==> src/rtl/pipe_hazard_ctrl.sv <==
// Purpose : stall/flush sequencer for a 5-stage pipeline (load-use, branch redirect, dmem wait, timeout halt).
// Latency : control outputs are combinational from current state and inputs; state and counters update next clock.
// Backpress: dmem wait states freeze PC..EX/MEM and bubble MEM/WB; an over-long wait halts until reset.
//
// Ports:
//   clk, rst                      clock, synchronous active-high reset
//   id_rs1/id_rs2/id_use_rs1/2    ID-stage source registers and read flags
//   ex_rd, ex_MemRead             EX-stage destination register and load flag
//   ex_branch_taken               EX resolved a taken branch/jump
//   mem_req, dmem_ready           MEM-stage dmem access and completion
//   perf_clr                      synchronous clear of the perf counters
//   pc_en..memwb_bubble           pipeline register enables, flushes, MEM/WB bubble
//   err                           sticky memory-timeout flag
//   stall_cnt, flush_cnt          saturating perf counters
module pipe_hazard_ctrl #(
  parameter int MAX_WAIT = 4,
  parameter int CNT_W    = 16
) (
  input  logic             clk,
  input  logic             rst,
  input  logic [4:0]       id_rs1,
  input  logic [4:0]       id_rs2,
  input  logic             id_use_rs1,
  input  logic             id_use_rs2,
  input  logic [4:0]       ex_rd,
  input  logic             ex_MemRead,
  input  logic             ex_branch_taken,
  input  logic             mem_req,
  input  logic             dmem_ready,
  input  logic             perf_clr,
  output logic             pc_en,
  output logic             ifid_en,
  output logic             ifid_flush,
  output logic             idex_en,
  output logic             idex_flush,
  output logic             exmem_en,
  output logic             memwb_bubble,
  output logic             err,
  output logic [CNT_W-1:0] stall_cnt,
  output logic [CNT_W-1:0] flush_cnt
);

  localparam int WW = $clog2(MAX_WAIT + 1);
  localparam logic [WW-1:0]    WAIT_MAX = WW'(MAX_WAIT);
  localparam logic [CNT_W-1:0] CNT_MAX  = '1;

  localparam logic [1:0] ST_RUN      = 2'd0;
  localparam logic [1:0] ST_MEM_WAIT = 2'd1;
  localparam logic [1:0] ST_HALT     = 2'd2;

  logic [1:0]       state_q, state_d;
  logic [WW-1:0]    wait_cnt_q, wait_cnt_d;
  logic             err_q, err_d;
  logic [CNT_W-1:0] stall_cnt_q, stall_cnt_d;
  logic [CNT_W-1:0] flush_cnt_q, flush_cnt_d;

  logic mem_stall;
  logic load_use;

  assign mem_stall = mem_req & ~dmem_ready;
  // x0 is hardwired to zero, so a load targeting it never creates a dependency.
  assign load_use  = ex_MemRead & (ex_rd != 5'd0) &
                     ((id_use_rs1 & (id_rs1 == ex_rd)) | (id_use_rs2 & (id_rs2 == ex_rd)));

  // Pipeline control, highest priority first.
  always_comb begin
    pc_en        = 1'b0;
    ifid_en      = 1'b0;
    ifid_flush   = 1'b0;
    idex_en      = 1'b0;
    idex_flush   = 1'b0;
    exmem_en     = 1'b0;
    memwb_bubble = 1'b0;
    if (rst) begin
      // everything held low
    end else if (state_q == ST_HALT || mem_stall) begin
      // MEM/WB has no enable: keep it from retiring the stalled instruction twice.
      memwb_bubble = 1'b1;
    end else if (ex_branch_taken) begin
      // Redirect wins over load-use: the dependent ID instruction is squashed anyway.
      pc_en      = 1'b1;
      ifid_en    = 1'b1;
      idex_en    = 1'b1;
      exmem_en   = 1'b1;
      ifid_flush = 1'b1;
      idex_flush = 1'b1;
    end else if (load_use) begin
      // Hold IF/ID, inject one bubble into EX; the load moves on next cycle.
      idex_en    = 1'b1;
      idex_flush = 1'b1;
      exmem_en   = 1'b1;
    end else begin
      pc_en    = 1'b1;
      ifid_en  = 1'b1;
      idex_en  = 1'b1;
      exmem_en = 1'b1;
    end
  end

  // Memory-wait supervisor: tolerate MAX_WAIT stall cycles, halt on the next one.
  always_comb begin
    state_d    = state_q;
    wait_cnt_d = wait_cnt_q;
    err_d      = err_q;
    case (state_q)
      ST_RUN: begin
        if (mem_stall) begin
          state_d    = ST_MEM_WAIT;
          wait_cnt_d = WW'(1);
        end
      end
      ST_MEM_WAIT: begin
        if (!mem_stall) begin
          state_d    = ST_RUN;
          wait_cnt_d = '0;
        end else if (wait_cnt_q == WAIT_MAX) begin
          state_d = ST_HALT;
          err_d   = 1'b1;
        end else begin
          wait_cnt_d = wait_cnt_q + 1'b1;
        end
      end
      ST_HALT: begin
        // only reset leaves
      end
      default: begin
        state_d    = ST_RUN;
        wait_cnt_d = '0;
      end
    endcase
  end

  // Saturating perf counters; clear takes precedence over counting.
  always_comb begin
    stall_cnt_d = stall_cnt_q;
    flush_cnt_d = flush_cnt_q;
    if (perf_clr) begin
      stall_cnt_d = '0;
      flush_cnt_d = '0;
    end else begin
      if (!pc_en && state_q != ST_HALT && stall_cnt_q != CNT_MAX)
        stall_cnt_d = stall_cnt_q + 1'b1;
      if (ifid_flush && flush_cnt_q != CNT_MAX)
        flush_cnt_d = flush_cnt_q + 1'b1;
    end
  end

  always_ff @(posedge clk) begin
    if (rst) begin
      state_q     <= ST_RUN;
      wait_cnt_q  <= '0;
      err_q       <= 1'b0;
      stall_cnt_q <= '0;
      flush_cnt_q <= '0;
    end else begin
      state_q     <= state_d;
      wait_cnt_q  <= wait_cnt_d;
      err_q       <= err_d;
      stall_cnt_q <= stall_cnt_d;
      flush_cnt_q <= flush_cnt_d;
    end
  end

  assign err       = err_q;
  assign stall_cnt = stall_cnt_q;
  assign flush_cnt = flush_cnt_q;

endmodule
==> config.mk <==
export PLATFORM = sky130hd
export DESIGN_NAME = pipe_hazard_ctrl
export DESIGN_NICKNAME = d
export VERILOG_FILES = /design/src/rtl/pipe_hazard_ctrl.sv
export SDC_FILE = /design/constraint.sdc
export NUM_CORES = 1
export LEC_CHECK = 0
export CORE_MARGIN = 5
export CORE_UTILIZATION = 35
export DETAILED_ROUTE_END_ITERATION = 6
export PLACE_DENSITY_LB_ADDON = 0.2
export SYNTH_ARGS = -nofsm -noshare
export SYNTH_HDL_FRONTEND = slang
export SYNTH_SLANG_ARGS = --single-unit
==> constraint.sdc <==
create_clock -name clk -period 3.54 [get_ports clk]
set_input_delay 0.708 -clock clk [delete_from_list [all_inputs] [get_ports clk]]
set_output_delay 0.708 -clock clk [all_outputs]
set_load 0.03 [all_outputs]
==> results of run 1 <==
==> power by group through the flow <==
stage,combinational (mW),sequential (mW),clock [mW]
4_1_cts,0.109,0.433,0.306
5_1_grt,0.117,0.434,0.327
3_3_place_gp,0.108,0.443,0
3_5_place_dp,0.109,0.443,0
2_1_floorplan,0.0623,0.445,0
6_report,0.107,0.433,0.292
==> flip-flops by register name, summed over array words and instances (netlist names) <==
signal and count:
wait_cnt_q 3, flush_cnt 16, stall_cnt 16, err 1, state_q 2
==> layout make-up <==
type	instances	share of cell area [%]
Tap cell	75	3.264
Sequential cell	38	26.46
Inverter	9	1.349
Clock buffer	6	2.872
Multi-Input combinational cell	191	43.17
Timing Repair Buffer	67	22.89
==> worst max-delay path by stage <==
stage                       endpoint  slack (ns)  cells past startpoint
after floorplan                pc_en        0.73                      8
after global placement    idex_flush        0.07                      6
after detailed placement  idex_flush        0.05                      6
after CTS                 idex_flush        0.05                      6
after global routing         ifid_en        0.23                      7
final                        ifid_en        0.35                      7
==> cell families after synthesis <==
group           count (synthesis)  synth area share [%]
fa+ha+maj                       4                 2.341
flops                          38                 35.58
xor+xnor                       24                 9.830
compound gates                 41                 13.98
mux                             7                 3.277
buf+inv                        20                 6.377
simple gates                  115                 28.61
==> through the flow <==
| stage | instances | util, % | hold WS (ns) | worst slack [ns] | area (um^2) |
|---|---|---|---|---|---|
| finish | 386 | 48.56 | 0.4535 | 0.3479 | 2875 |
| global route | 386 | 48.56 | 0.4843 | 0.2327 | 2875 |
| CTS | 386 | 48.52 | 0.4557 | 0.04636 | 2873 |
| detailed placement | 380 | 47.13 | 0.4357 | 0.04716 | 2790 |
| global placement | 380 | 47.13 | 0.4439 | 0.07315 | 2790 |
| floorplan | 249 | - | 0.4530 | 0.7267 | 2138 |
==> metal layers <==
metal	routed length [um]	up-vias
li1	-	1022
met1	2342	903
met2	2241	60
met3	389	5
met4	66	0
met5	0	-
==> tightest hold or removal path, cell delays in order, from the launching register on <==
cell     delay [ns]
dfxtp_1        0.31
inv_1          0.05
a21oi_1        0.05
==> Yosys cell counts (all sizes together) (5+ instances only) <==
master / instances / area, um^2
xor2: 10 / 87.58
nand2: 20 / 75.07
nand3: 21 / 105.1
dfxtp: 38 / 760.7
or4: 8 / 60.06
nor2: 23 / 86.33
nor3: 5 / 30.03
a21oi: 16 / 83.83
xnor2: 14 / 122.6
nand4: 11 / 68.82
buf: 8 / 86.32
and3: 6 / 42.54
o31ai: 8 / 60.06
mux2i: 7 / 70.07
inv: 9 / 38.79
o21ai: 5 / 25.02
or3: 9 / 56.30
==> results.toml, run 1 <==
[outcome]
status = "completed"

[layout]
mostFrequentLayoutCell = "clkdlybuf4s50_1"
seqCellArea_um2 = 760.7
fill_cells = 590
multiInputGateArea_mm2 = 0.001241
layout.nets = 340
syn_to_final_growth_pct = 34.46
drive_gt1_share_pct = 7.395
layout.cells.most_common_list = "clkdlybuf4s50_1, dfxtp_1, nor2_1, nand3_1, nand2_1"
diodes = 0

[power_and_ir_drop]
vdd_drop_max_v = 0.0001327
switchingPower_mw = 0.1983
swShare_pct = 23.80
power.internal_mw = 0.6346
power.density_mw_per_mm2 = 289.7
power_frac_clock_pct = 35.1
p_leak_nw = 0.9626
p_seq_share_pct = 52.0
comb_power_share_pct = 12.9
total_power_mw = 0.8329

[clock_network]
cts_resized = 0
cts-root-buf = "clkbuf_8"
cts_max_path_buffers = 2
cts_inserted_buffers = 5
tritoncts = "built"
postCtsHoldBufs = 0
cts.clk_slew.worst_paths_ns = 0.07
cts.sinks = 38
cts_setup_buffers = 0
h-tree-depth = 2
worstSkewPairLatency_ns = 0.29

[sta]
relSlewSlack_pct = 58.82
fin_worst_skew_ns = 0.003695
max_freq_mhz = 313.3
final_hold_viol_count = 0
tightest_slew_ns = 0.6166
finalSetupTns_ns = 0
rsz0062_at_grt = "no"
post-route-period-util_pct = 90.17
fin_crit_ns = 3.192
slew_viol_final = 0
finalSetupViolations = 0

[critical_path]
cp-start-kind = "input port"
r2r_start = "stall_cnt[0]$_SDFFE_PP0P_"
required_ns = 2.83
crit_type = "in2out"
slowest_stage = "or4_1"
ff2ff_path_depth = 6
worst_setup_path_end_kind = "output pin"
cp.arrival_ns = 2.48
cpLargestDelayFamily = "buffers and inverters"
critPathMaxFanout = 25
cp_num_buf_inv = 3
cp_cell_sequence = "clkdlybuf4s50_1, or4_1, o21ai_1, nor2_1, a21o_4, inv_6, buf_4"
cp-startpoint = "ex_rd[1]"
cpPeakStageDelay_ns = 0.53
rrSetupSlack_ns = 1.48
r2r-end = "stall_cnt[8]$_SDFFE_PP0P_"

[place]
port_buffers = 63
routabilityCongestion = 0.7720
place_hpwl_um = 3832

[logic_synthesis]
synth_edf_count = 0
synth-seq-cells = 38
yosysWarningCount = 0
syn_area_mm2 = 0.002138
synthDistinctLibCells = 47
synth_nets = 277
synthFlopType = "dfxtp_1"
async_reset_ff_share_pct = 0
ys_seq_area_share_pct = 35.58
syn_avg_cell_area_um2 = 8.588
syn_inst = 249

[global_routing]
grtUsageMet3_pct = 4.516
grt_pass1_vias = 1901
grt_overflow = 0
grt_use_total_pct = 13.66
met2_usage_pct = 22.50
antenna_found_initial = 0
grt_use_met1_pct = 16.60
top_usage_layer = "met2"
grt_max_degree = 26
grt_pass1_wl_um = 8493

[worst_hold_path]
hold_path_end = "err$_SDFFE_PP0P_"
hold_depth = 2
hp-start = "err$_SDFFE_PP0P_"
hold_class = "reg2reg"

[die]
initial_utilization_pct = 36.12
die_w_um = 88.16
io_pins = 64
die_h_um = 88.16
fp.dieArea_mm2 = 0.007772
core_region_area_mm2 = 0.005921
rows = 28

[drt]
vias_per_cell = 5.155
postRouteAntennaNets = 0
drc = 0
dr.pass1.iters = 4
wire_per_inst_um = 13.05
drtIter0Drc = 80
drt-total-wl_um = 5039
num_vias = 1990

[flow_run]
maxCapViolations = 0
No activity file was read; power rests on OpenSTA's default activity.
==> run 2, diff against run 1 <==
clock period = 2.56 ns   (was 3.54 ns; I/O delays follow)
==> results.toml, run 2 (synthesized netlist as in run 1, its figures left out) <==
[sta]
tightest_slew_ns = 0.5053
finalSetupViolations = 0
finalSetupTns_ns = 0
max_freq_mhz = 397.9
post-route-period-util_pct = 98.18
fin_crit_ns = 2.513
holdWs_ns = 0.4517
rsz0062_at_grt = "no"
worst_slack_ns = 0.04663
final_hold_viol_count = 0
relSlewSlack_pct = 66.31
fin_worst_skew_ns = 0.003951
slew_viol_final = 0

[drt]
drc = 0
wire_per_inst_um = 12.85
postRouteAntennaNets = 0
vias_per_cell = 5.200
dr.pass1.iters = 4
drt-total-wl_um = 5206
drtIter0Drc = 118
num_vias = 2106

[critical_path]
slowest_stage = "or4_4"
cp_num_buf_inv = 4
cp.arrival_ns = 2.00
critPathMaxFanout = 4
cp_cell_sequence = "dlygate4sd2_1, or4_4, o21ai_2, buf_4, nor2_1, a21o_4, inv_6, buf_6"
crit_type = "in2out"
cpLargestDelayFamily = "simple AND/OR/NAND/NOR gates"
required_ns = 2.05
cp-start-kind = "input port"
worst_setup_path_end_kind = "output pin"
cpPeakStageDelay_ns = 0.54

[power_and_ir_drop]
comb_power_share_pct = 14.0
total_power_mw = 1.204
p_seq_share_pct = 49.8
vdd_drop_max_v = 0.0001883
power.internal_mw = 0.9003
swShare_pct = 25.22
switchingPower_mw = 0.3036
power.density_mw_per_mm2 = 399.9
p_leak_nw = 1.063
power_frac_clock_pct = 36.3

[clock_network]
cts.clk_slew.worst_paths_ns = 0.08
cts-root-buf = "clkbuf_8"
cts.sinks = 38
cts_inserted_buffers = 5
h-tree-depth = 2
tritoncts = "built"
cts_max_path_buffers = 2
worstSkewPairLatency_ns = 0.29

[global_routing]
grt_use_total_pct = 14.45
grt_pass1_wl_um = 8942
grt_overflow = 0
grt_pass1_vias = 1978
grt_max_degree = 26
antenna_found_initial = 0

[place]
postPlaceCellArea_mm2 = 0.002893
port_buffers = 63
routabilityCongestion = 0.7980
dp_slack_ns = -0.5455
place_hpwl_um = 3962

[die]
rows = 28
fp.dieArea_mm2 = 0.007772
core_region_area_mm2 = 0.005921
initial_utilization_pct = 36.12
io_pins = 64
die_w_um = 88.16
die_h_um = 88.16

[layout]
final_area_mm2 = 0.003010
drive_gt1_share_pct = 14.85
layout.cells.most_common_list = "clkdlybuf4s50_1, dfxtp_1, buf_4, nor2_1, nand3_1"
syn_to_final_growth_pct = 40.78
diodes = 0
layout.nets = 357
mostFrequentLayoutCell = "clkdlybuf4s50_1"

[worst_hold_path]
hold_class = "reg2reg"

[outcome]
status = "completed"

[flow_run]
maxCapViolations = 0
[run 2: path summary, 6_finish.rpt]
| path | start | to | slack, ns | cells past startpoint |
|---|---|---|---|---|
| hold reg to reg | err$_SDFFE_PP0P_ | err$_SDFFE_PP0P_ | 0.45 | 2 |
| setup / recovery | ex_rd[2] | ifid_en | 0.05 | 8 |
| hold / removal | err$_SDFFE_PP0P_ | err$_SDFFE_PP0P_ | 0.45 | 2 |
| setup reg to reg | stall_cnt[0]$_SDFFE_PP0P_ | stall_cnt[12]$_SDFFE_PP0P_ | 0.52 | 6 |
[run 2: cell type report]
cell class	count	area, um^2
repair buffers	84	773.2
inverters	9	38.79
flip-flops and latches	38	760.7
well taps	75	93.84
multi-input cells	191	1249
fillers	581	2910
clock inverters	2	12.51
clock buffers	6	82.58
[run 2: power by group through the flow]
stage	logic (mW)	clock network (mW)	registers [mW]
after floorplan	0.0861	0	0.616
after global placement	0.165	0	0.613
after detailed placement	0.166	0	0.613
after CTS	0.170	0.445	0.599
after global routing	0.182	0.476	0.600
final	0.168	0.437	0.599
[run 2: timing repair]
item | 4_1_cts | 5_1_grt
endpoints found under the hold margin | 0 | 0
hold buffers | 0 | 0
setup endpoints to repair | 3 | 7
resized for setup | 13 | 1
setup buffers | 2 | 0
pin swaps | 3 | 2
[run 2: metal layers]
metal | routed length [um] | global-route usage (%)
met1 | 2352 | 18.11
met2 | 2374 | 23.39
met3 | 405 | 4.892
met5 | 0 | 0
met4 | 74 | 4.533
[run 2: stage by stage]
step | instances | utilization [%]
after floorplan | 249 | -
after global placement | 395 | 48.86
after detailed placement | 395 | 48.86
after CTS | 405 | 50.80
after global routing | 405 | 50.85
final | 405 | 50.85
[run 2: worst register-to-register path, stage by stage (launching register included)]
cell	delay [ns]
dfxtp_1	0.37
ha_1	0.23
and3_1	0.20
and3_4	0.21
a41o_4	0.34
or4_1	0.48
a21oi_1	0.15
